## config.mk

```make
export PLATFORM = sky130hd
export DESIGN_NAME = frame_serializer_tx
export DESIGN_NICKNAME = d
export VERILOG_FILES = /design/src/rtl/frame_pkg.sv /design/src/rtl/frame_hold_reg.sv /design/src/rtl/frame_serializer_tx.sv
export SDC_FILE = /design/constraint.sdc
export NUM_CORES = 1
export LEC_CHECK = 0
export CORE_UTILIZATION = 25
export CTS_CLUSTER_DIAMETER = 50
export DETAILED_ROUTE_END_ITERATION = 16
export PLACE_DENSITY = 0.53
export SLEW_MARGIN = 20
export SYNTH_ARGS = -nofsm -noshare
export SYNTH_HDL_FRONTEND = slang
export SYNTH_SLANG_ARGS = --single-unit
```

## constraint.sdc

```tcl
create_clock -name CLOCK_50 -period 2.3 [get_ports CLOCK_50]
set_input_delay 0.46 -clock CLOCK_50 [delete_from_list [all_inputs] [get_ports CLOCK_50]]
set_output_delay 0.46 -clock CLOCK_50 [all_outputs]
set_load 0.01 [all_outputs]
```

## src/rtl/frame_pkg.sv

```systemverilog
// Shared types and line levels for the framed byte serial link.
package frame_pkg;

  typedef enum logic [1:0] {IDLE, START, DATA, STOP} state_t;

  localparam logic LINE_IDLE   = 1'b1;
  localparam logic START_LEVEL = 1'b0;
  localparam logic STOP_LEVEL  = 1'b1;

  // Default link format: 8 data bits, 1 stop bit.
  localparam int DEF_DATA_BITS = 8;
  localparam int DEF_STOP_BITS = 1;
  localparam int FRAME_LEN     = 1 + DEF_DATA_BITS + DEF_STOP_BITS;

  // Strobes per frame for an arbitrary format.
  function automatic int frame_len(input int data_bits, input int stop_bits);
    return 1 + data_bits + stop_bits;
  endfunction

endpackage

```

## src/rtl/frame_hold_reg.sv

```systemverilog
// Single-entry valid/ready holding buffer. ready is kept in its own flop
// so the upstream handshake sees a registered signal.
module frame_hold_reg #(
  parameter int W = 8
) (
  input  logic         CLOCK_50,
  input  logic         reset,
  input  logic [W-1:0] load_data,
  input  logic         load,
  input  logic         drain,
  output logic [W-1:0] data,
  output logic         full,
  output logic         ready
);

  // Load wins only when empty (load implies ready); drain empties the entry.
  always_ff @(posedge CLOCK_50) begin
    if (reset) begin
      data  <= '0;
      full  <= 1'b0;
      ready <= 1'b1;
    end else if (load) begin
      data  <= load_data;
      full  <= 1'b1;
      ready <= 1'b0;
    end else if (drain) begin
      full  <= 1'b0;
      ready <= 1'b1;
    end
  end

endmodule

```

## src/rtl/frame_serializer_tx.sv

```systemverilog
// Framed serial transmitter: start bit, DATA_BITS data bits LSB first,
// STOP_BITS stop bits. The line advances one bit per enable strobe.
module frame_serializer_tx
  import frame_pkg::*;
#(
  parameter int DATA_BITS = DEF_DATA_BITS,
  parameter int STOP_BITS = DEF_STOP_BITS
) (
  input  logic                 CLOCK_50,
  input  logic                 reset,
  input  logic                 enable,
  input  logic [DATA_BITS-1:0] data_in,
  input  logic                 data_valid,
  output logic                 data_ready,
  output logic                 outBit,
  output logic                 busy,
  output logic                 frame_done
);

  localparam int BW = $clog2(DATA_BITS + 1);
  localparam int SW = $clog2(STOP_BITS + 1);
  localparam logic [BW-1:0] B_ONE  = BW'(1);
  localparam logic [BW-1:0] B_LAST = BW'(DATA_BITS);
  localparam logic [SW-1:0] S_ONE  = SW'(1);
  localparam logic [SW-1:0] S_LAST = SW'(STOP_BITS);

  state_t               state_q, state_n;
  logic [DATA_BITS-1:0] shift_q, shift_n;
  logic [BW-1:0]        bitcnt_q, bitcnt_n;
  logic [SW-1:0]        stopcnt_q, stopcnt_n;
  logic                 out_q, out_n;
  logic                 done_q, done_n;

  logic                 hold_full;
  logic                 drain;
  logic [DATA_BITS-1:0] hold_data;

  frame_hold_reg #(.W(DATA_BITS)) u_hold (
    .CLOCK_50  (CLOCK_50),
    .reset     (reset),
    .load_data (data_in),
    .load      (data_valid && data_ready),
    .drain     (drain),
    .data      (hold_data),
    .full      (hold_full),
    .ready     (data_ready)
  );

  // State register; reset truncates any frame and returns the line to idle.
  always_ff @(posedge CLOCK_50) begin
    if (reset) begin
      state_q   <= IDLE;
      shift_q   <= '0;
      bitcnt_q  <= '0;
      stopcnt_q <= '0;
      out_q     <= LINE_IDLE;
      done_q    <= 1'b0;
    end else begin
      state_q   <= state_n;
      shift_q   <= shift_n;
      bitcnt_q  <= bitcnt_n;
      stopcnt_q <= stopcnt_n;
      out_q     <= out_n;
      done_q    <= done_n;
    end
  end

  // Next-state logic: everything holds unless enable strobes; frame_done
  // is a single-clock pulse so it falls back to 0 on any non-ending clock.
  always_comb begin
    state_n   = state_q;
    shift_n   = shift_q;
    bitcnt_n  = bitcnt_q;
    stopcnt_n = stopcnt_q;
    out_n     = out_q;
    done_n    = 1'b0;
    drain     = 1'b0;
    if (enable) begin
      case (state_q)
        IDLE: begin
          if (hold_full) begin
            shift_n = hold_data;
            drain   = 1'b1;
            out_n   = START_LEVEL;
            state_n = START;
          end
        end
        START: begin
          out_n    = shift_q[0];
          shift_n  = shift_q >> 1;
          bitcnt_n = B_ONE;
          state_n  = DATA;
        end
        DATA: begin
          if (bitcnt_q < B_LAST) begin
            out_n    = shift_q[0];
            shift_n  = shift_q >> 1;
            bitcnt_n = bitcnt_q + B_ONE;
          end else begin
            out_n     = STOP_LEVEL;
            stopcnt_n = S_ONE;
            state_n   = STOP;
          end
        end
        STOP: begin
          if (stopcnt_q < S_LAST) begin
            stopcnt_n = stopcnt_q + S_ONE;
          end else begin
            done_n = 1'b1;
            if (hold_full) begin
              // Back-to-back: next start bit replaces the idle gap.
              shift_n = hold_data;
              drain   = 1'b1;
              out_n   = START_LEVEL;
              state_n = START;
            end else begin
              out_n   = LINE_IDLE;
              state_n = IDLE;
            end
          end
        end
        default: begin
          out_n   = LINE_IDLE;
          state_n = IDLE;
        end
      endcase
    end
  end

  assign outBit     = out_q;
  assign frame_done = done_q;
  assign busy       = (state_q != IDLE);

endmodule

```

==> impl_metrics.toml, run 1 <==
[run_status]
outcome = "finished clean"

[global_routing]
first_global_vias = 916
grt_max_degree = 18
antenna_found_initial = 0
grt_usage_pct = 10.2
grt_pass1_wl_microns = 4250
grt-ovfl-total = 0

[sta]
final_max_slew_viol_count = 0
setup_viol_count_final = 0
hold_viol = 0
fin_skew_ps = 8.11
hold_slack_ps = 458
rsz0062_at_grt = "no"
fin_crit_sh_pct = 90.8
worst_slack_ps = 212
slew_headroom_pct = 69.6
fmax_mhz = 479
finalCriticalPeriod_ps = 2090
worst_pin_slew_ps = 456
fin_setup_tns_ps = 0

[routing]
first_pass_iters = 4
drcViolationCount = 0
drt_iter0_drc = 80
antenna_left = 0
vias = 988
routed_wl_microns = 2370
avgViaCountPerCell = 4.39
post_drt_wl_per_cell_microns = 10.5

[synth]
synth_cell_types = 29
ys_warn_count = 0
synth_top_area_share_pct = 41.2
syn-num-nets = 161
synth_top_area_cell = "dfxtp_1"
syn_inst = 142
netlist_area_sq_um = 1310
synth_top_cells_by_area = "dfxtp_1 (41%), ha_1 (6.7%), mux2i_1 (6.1%), mux2_2 (6.0%), a21oi_1 (5.7%)"
ys_seq_area_share_pct = 41.2
synth_seq_cells = 27
syn_area_per_cell_sq_um = 9.23

[setup_path]
critPathMaxFanout = 5
path_class = "register to primary output"
critPathSlowestCell = "clkdlybuf4s50_1"
cp-end-kind = "primary output"
cp_common_cell = "inv_1"
crit_path_cell_trace = "inv_1 -> ha_1 -> inv_1 -> clkdlybuf4s50_1"
start_kind = "register"
worst_ep_required_time_ps = 1840
rrSetupSlack_ps = 450
cp.arrival_ps = 1630
critPathMaxStageDelay_ps = 520
critPathBufInv = 3
cp_top_family = "buffers and inverters"

[layout]
layout_common_cells = "dfxtp_1 (27), nand2_1 (20), a21oi_1 (15), clkdlybuf4s50_1 (15), nor2_1 (14)"
fin_area_sq_um = 1560
utilization_pct = 32.0
drive_gt1_share_pct = 11.4
nets = 178
stdcell_count = 225
diodes = 0
syn_to_final_growth_pct = 19.1
final_common_cell = "dfxtp_1"

[pwr]
vdd_drop_max_v = 0.000246
p_seq_share_pct = 52.6
p_clk_share_pct = 29.7
comb_power_share_pct = 17.7
p_int_uw = 705
swShare_pct = 26.7
p_per_area_nw_per_um2 = 616
p_leak_nw = 0.624
switching_power_uw = 257
finalPower_uw = 962

[die]
coreArea_sq_um = 4880
rows = 25
start_util_pct = 26.9
die_h_microns = 74.4
pin_count = 16
dieArea_sq_um = 5540
die_w_microns = 74.4

[clock_tree]
clockBufferDepth = 2
cts_tree = "done"
cts_buffers = 3
cts_resized = 0
clkTransAtPathRegs_ps = 100
cts.sinks = 27
post-cts-setup-buffers = 0
htree_num_levels = 1
root_buffer = "clkbuf_8"
clk_latency_ps = 280
cts_hold_buf = 0

[flow_run]
drv_cap = 0

[placement]
pre_cts_slack_ps = 363
io_buffers = 15
placed_area_sq_um = 1510
dp_cells = 221
gp_congestion = 0.692
dp_hpwl_microns = 1750

[min_path]
hp-class = "register to register"
[synthesized netlist by cell type (all sizes together)]
master   number
mux2i         8
nand2        20
o21a          1
a311oi        1
o2111ai       1
o22ai         2
inv           5
a221oi        1
dfxtp        27
buf           1
mux2          7
nor2         14
a41oi         1
a32oi         1
nand4b        2
nor2b         3
nor3          2
or3b          1
nand2b        5
a21oi        15
nand3         2
or2           1
a221o         1
and2          2
clkbuf        6
ha            7
o21ai         5
[worst min-delay path: stages, from the launching register on]
cell and delay, ps:
dfxtp_1 320, nand2_1 50, a21oi_1 50
[registers in the layout, summed over array words and instances (netlist names)]
name and flops:
shift_q 8, u_hold.data 8, bitcnt_q 4, state_q 2, frame_done 1, outBit 1, stopcnt_q 1, u_hold.full 1
u_hold.ready 1
[metal layers]
metal / wire [microns] / global-route usage, % / vias to the layer above
met1: 1200 / 12.7 / 448
met2: 1060 / 16.4 / 14
met3: 84 / 3.25 / 2
met5: 0 / 0 / -
met4: 21 / 3.77 / 0
li1: - / - / 524
[final timing paths]
| kind | from | end | depth (start not counted) |
|---|---|---|---|
| setup / recovery | state_q[0] | busy | 4 |
| setup reg to reg | state_q[1] | shift_q[7] | 5 |
| hold / removal | u_hold.data[3] | u_hold.data[3] | 2 |
| hold reg to reg | u_hold.data[3] | u_hold.data[3] | 2 |
[power groups by stage]
stage / Sequential (mW) / Clock (mW) / Combinational (mW)
6_report: 0.506 / 0.286 / 0.170
5_1_grt: 0.511 / 0.323 / 0.190
4_1_cts: 0.507 / 0.301 / 0.172
3_5_place_dp: 0.517 / 0 / 0.172
3_3_place_gp: 0.518 / 0 / 0.172
2_1_floorplan: 0.515 / 0 / 0.123
[cell type report]
| type | instances | area [sq um] |
|---|---|---|
| well taps | 67 | 83.8 |
| multi-input cells | 103 | 688 |
| clock inverters | 1 | 8.76 |
| fillers | 544 | 3320 |
| clock buffers | 3 | 41.3 |
| repair buffers | 19 | 180 |
| flip-flops and latches | 27 | 541 |
| inverters | 5 | 18.8 |
[cell families (layout without fill, tap and decap cells)]
group / after synthesis / after routing / share of synthesized area [%]
AND/OR/NAND/NOR: 52 / 52 / 19.1
AO/OA/AOI/OAI: 29 / 29 / 14.6
flip-flops: 27 / 27 / 41.2
multiplexers: 15 / 15 / 12.1
buffers and inverters: 12 / 28 / 6.30
adder cells (fa/ha/maj): 7 / 7 / 6.68
(Power assumes the default switching activity.)
==> inputs of run 2 (changes only) <==
--- a/config.mk
+++ b/config.mk
@@ -5,6 +5,7 @@
 export SDC_FILE = /design/constraint.sdc
 export NUM_CORES = 1
 export LEC_CHECK = 0
+export ABC_AREA = 1
 export CORE_UTILIZATION = 25
 export CTS_CLUSTER_DIAMETER = 50
 export DETAILED_ROUTE_END_ITERATION = 16
==> impl_metrics.toml, run 2 <==
[run_status]
outcome = "finished clean"

[routing]
routed_wl_microns = 2740
vias = 1178
post_drt_wl_per_cell_microns = 9.65
antenna_left = 0
drcViolationCount = 0
drt_iter0_drc = 38
first_pass_iters = 4
avgViaCountPerCell = 4.15

[clock_tree]
root_buffer = "clkbuf_8"
clkTransAtPathRegs_ps = 90
post-cts-setup-buffers = 0
cts_hold_buf = 0
clockBufferDepth = 2
clk_latency_ps = 280
htree_num_levels = 1
cts_tree = "done"
cts_buffers = 3
cts.sinks = 27
cts_resized = 0

[layout]
nets = 234
drive_gt1_share_pct = 5.61
seqCellArea_sq_um = 541
fin_area_sq_um = 1620
multi_input_area_sq_um = 704
diodes = 0
fillers = 561
final_common_cell = "nor2_1"
largest_registers = "shift_q (8), u_hold.data (8), bitcnt_q (4)"
syn_to_final_growth_pct = 19.1
utilization_pct = 31.3
layout_common_cells = "nor2_1 (44), nand2_1 (39), dfxtp_1 (27), inv_1 (23), nand3_1 (17)"

[setup_path]
cp-end-kind = "primary output"
critPathSlowestCell = "clkdlybuf4s50_1"
crit_path_cell_trace = "inv_1 -> ha_1 -> inv_1 -> clkdlybuf4s50_1"
cp.arrival_ps = 1690
r2r-start = "state_q[0]"
crit_start = "state_q[0]"
cp_common_cell = "inv_1"
critPathMaxStageDelay_ps = 550
critPathMaxFanout = 6
worst_ep_required_time_ps = 1840
start_kind = "register"
path_class = "register to primary output"

[global_routing]
grt_usage_pct = 11.0
grt_pass1_wl_microns = 4760
grt-ovfl-total = 0
first_global_vias = 1032
grt_max_degree = 21
antenna_found_initial = 0

[sta]
worst_slack_ps = 148
fin_crit_sh_pct = 93.5
fmax_mhz = 465
fin_skew_ps = 7.46
setup_viol_count_final = 0
final_max_slew_viol_count = 0
fin_setup_tns_ps = 0
slew_headroom_pct = 75.5
worst_pin_slew_ps = 366
finalCriticalPeriod_ps = 2150
hold_viol = 0
rsz0062_at_grt = "no"

[die]
start_util_pct = 26.3
die_h_microns = 75.8
die_w_microns = 75.8
rows = 26
dieArea_sq_um = 5740
coreArea_sq_um = 5170
pin_count = 16

[synth]
netlist_area_sq_um = 1360
syn-num-nets = 218
ys_warn_count = 0
synth_top_area_cell = "dfxtp_1"
synthFlopType = "dfxtp_1"
synth_most_common_cell = "nor2_1"
synth_edf_count = 0
synth_cell_types = 17
ys_seq_area_share_pct = 39.7
synth_top_area_share_pct = 39.7
synth_top_cells_by_area = "dfxtp_1 (40%), nor2_1 (12%), nand2_1 (11%), ha_1 (6.4%), inv_1 (6.3%)"
yosys-top-cells-count = "nor2_1 (44), nand2_1 (39), dfxtp_1 (27), inv_1 (23), nand3_1 (17)"
ys_async_sr_fraction_pct = 0
syn_area_per_cell_sq_um = 6.84
synth_seq_cells = 27
syn_inst = 199

[placement]
pre_cts_slack_ps = 456
dp_hpwl_microns = 2070
gp_congestion = 0.751
placed_area_sq_um = 1580
io_buffers = 15

[pwr]
p_per_area_nw_per_um2 = 740
p_leak_nw = 0.744
finalPower_mw = 1.20
vdd_drop_max_v = 0.000262

[flow_run]
drv_cap = 0

[min_path]
min_from = "shift_q[2]"
hp-class = "register to register"
-- run 2: metal layers --
metal,global-route usage (%),vias to the layer above,part of all wire (%)
met2,16.2,15,42
met3,2.25,5,3.2
li1,-,650,-
met1,15.6,508,53
met5,0,-,0
met4,4.32,0,1.9
-- run 2: kinds of logic after synthesis --
| group | after synthesis | synth area share (%) |
|---|---|---|
| adder cells (fa/ha/maj) | 7 | 6.43 |
| AND/OR/NAND/NOR | 111 | 35.8 |
| buffers and inverters | 28 | 8.55 |
| AO/OA/AOI/OAI | 26 | 9.56 |
| flip-flops | 27 | 39.7 |
-- run 2: final timing paths --
kind,end,slack [ps],cells after the start
min reg2reg,shift_q[2],490,2
max reg2reg,shift_q[5],470,7
max,busy,150,4
min,shift_q[2],490,2
-- run 2: worst max-delay path: cells and delay by family, from the launching register on --
family,cells,cell delay (ps)
adder cells (fa/ha/maj),1,230
buffers and inverters,3,750
flip-flops,1,440
-- run 2: cell type report --
| type | count | share of cell area, % |
|---|---|---|
| clock buffers | 4 | 2.78 |
| inverters | 23 | 5.32 |
| multi-input cells | 144 | 43.4 |
| flip-flops and latches | 27 | 33.3 |
| well taps | 70 | 5.40 |
| repair buffers | 16 | 9.72 |
-- run 2: power breakdown --
group / internal, mW / switching [mW] / leakage [nW]
logic: 0.143 / 0.221 / 0.499
registers: 0.523 / 0.0408 / 0.222
clock network: 0.124 / 0.148 / 0.0228
-- run 2: through the flow --
step                hold slack (ps)  std cells
global route                    509        284
global placement                458        280
CTS                             496        284
finish                          489        284
floorplan                       441        199
detailed placement              480        280
==> inputs of run 3 (changes only) <==
--- a/config.mk
+++ b/config.mk
@@ -7,8 +7,9 @@
 export LEC_CHECK = 0
 export ABC_AREA = 1
 export CORE_UTILIZATION = 25
-export CTS_CLUSTER_DIAMETER = 50
+export CTS_CLUSTER_DIAMETER = 30
 export DETAILED_ROUTE_END_ITERATION = 16
+export GPL_ROUTABILITY_DRIVEN = 0
 export PLACE_DENSITY = 0.53
 export SLEW_MARGIN = 20
 export SYNTH_ARGS = -nofsm -noshare
==> results of run 3 <==
Same layout as run 2: the final DEF is identical, and so are final timing and power.
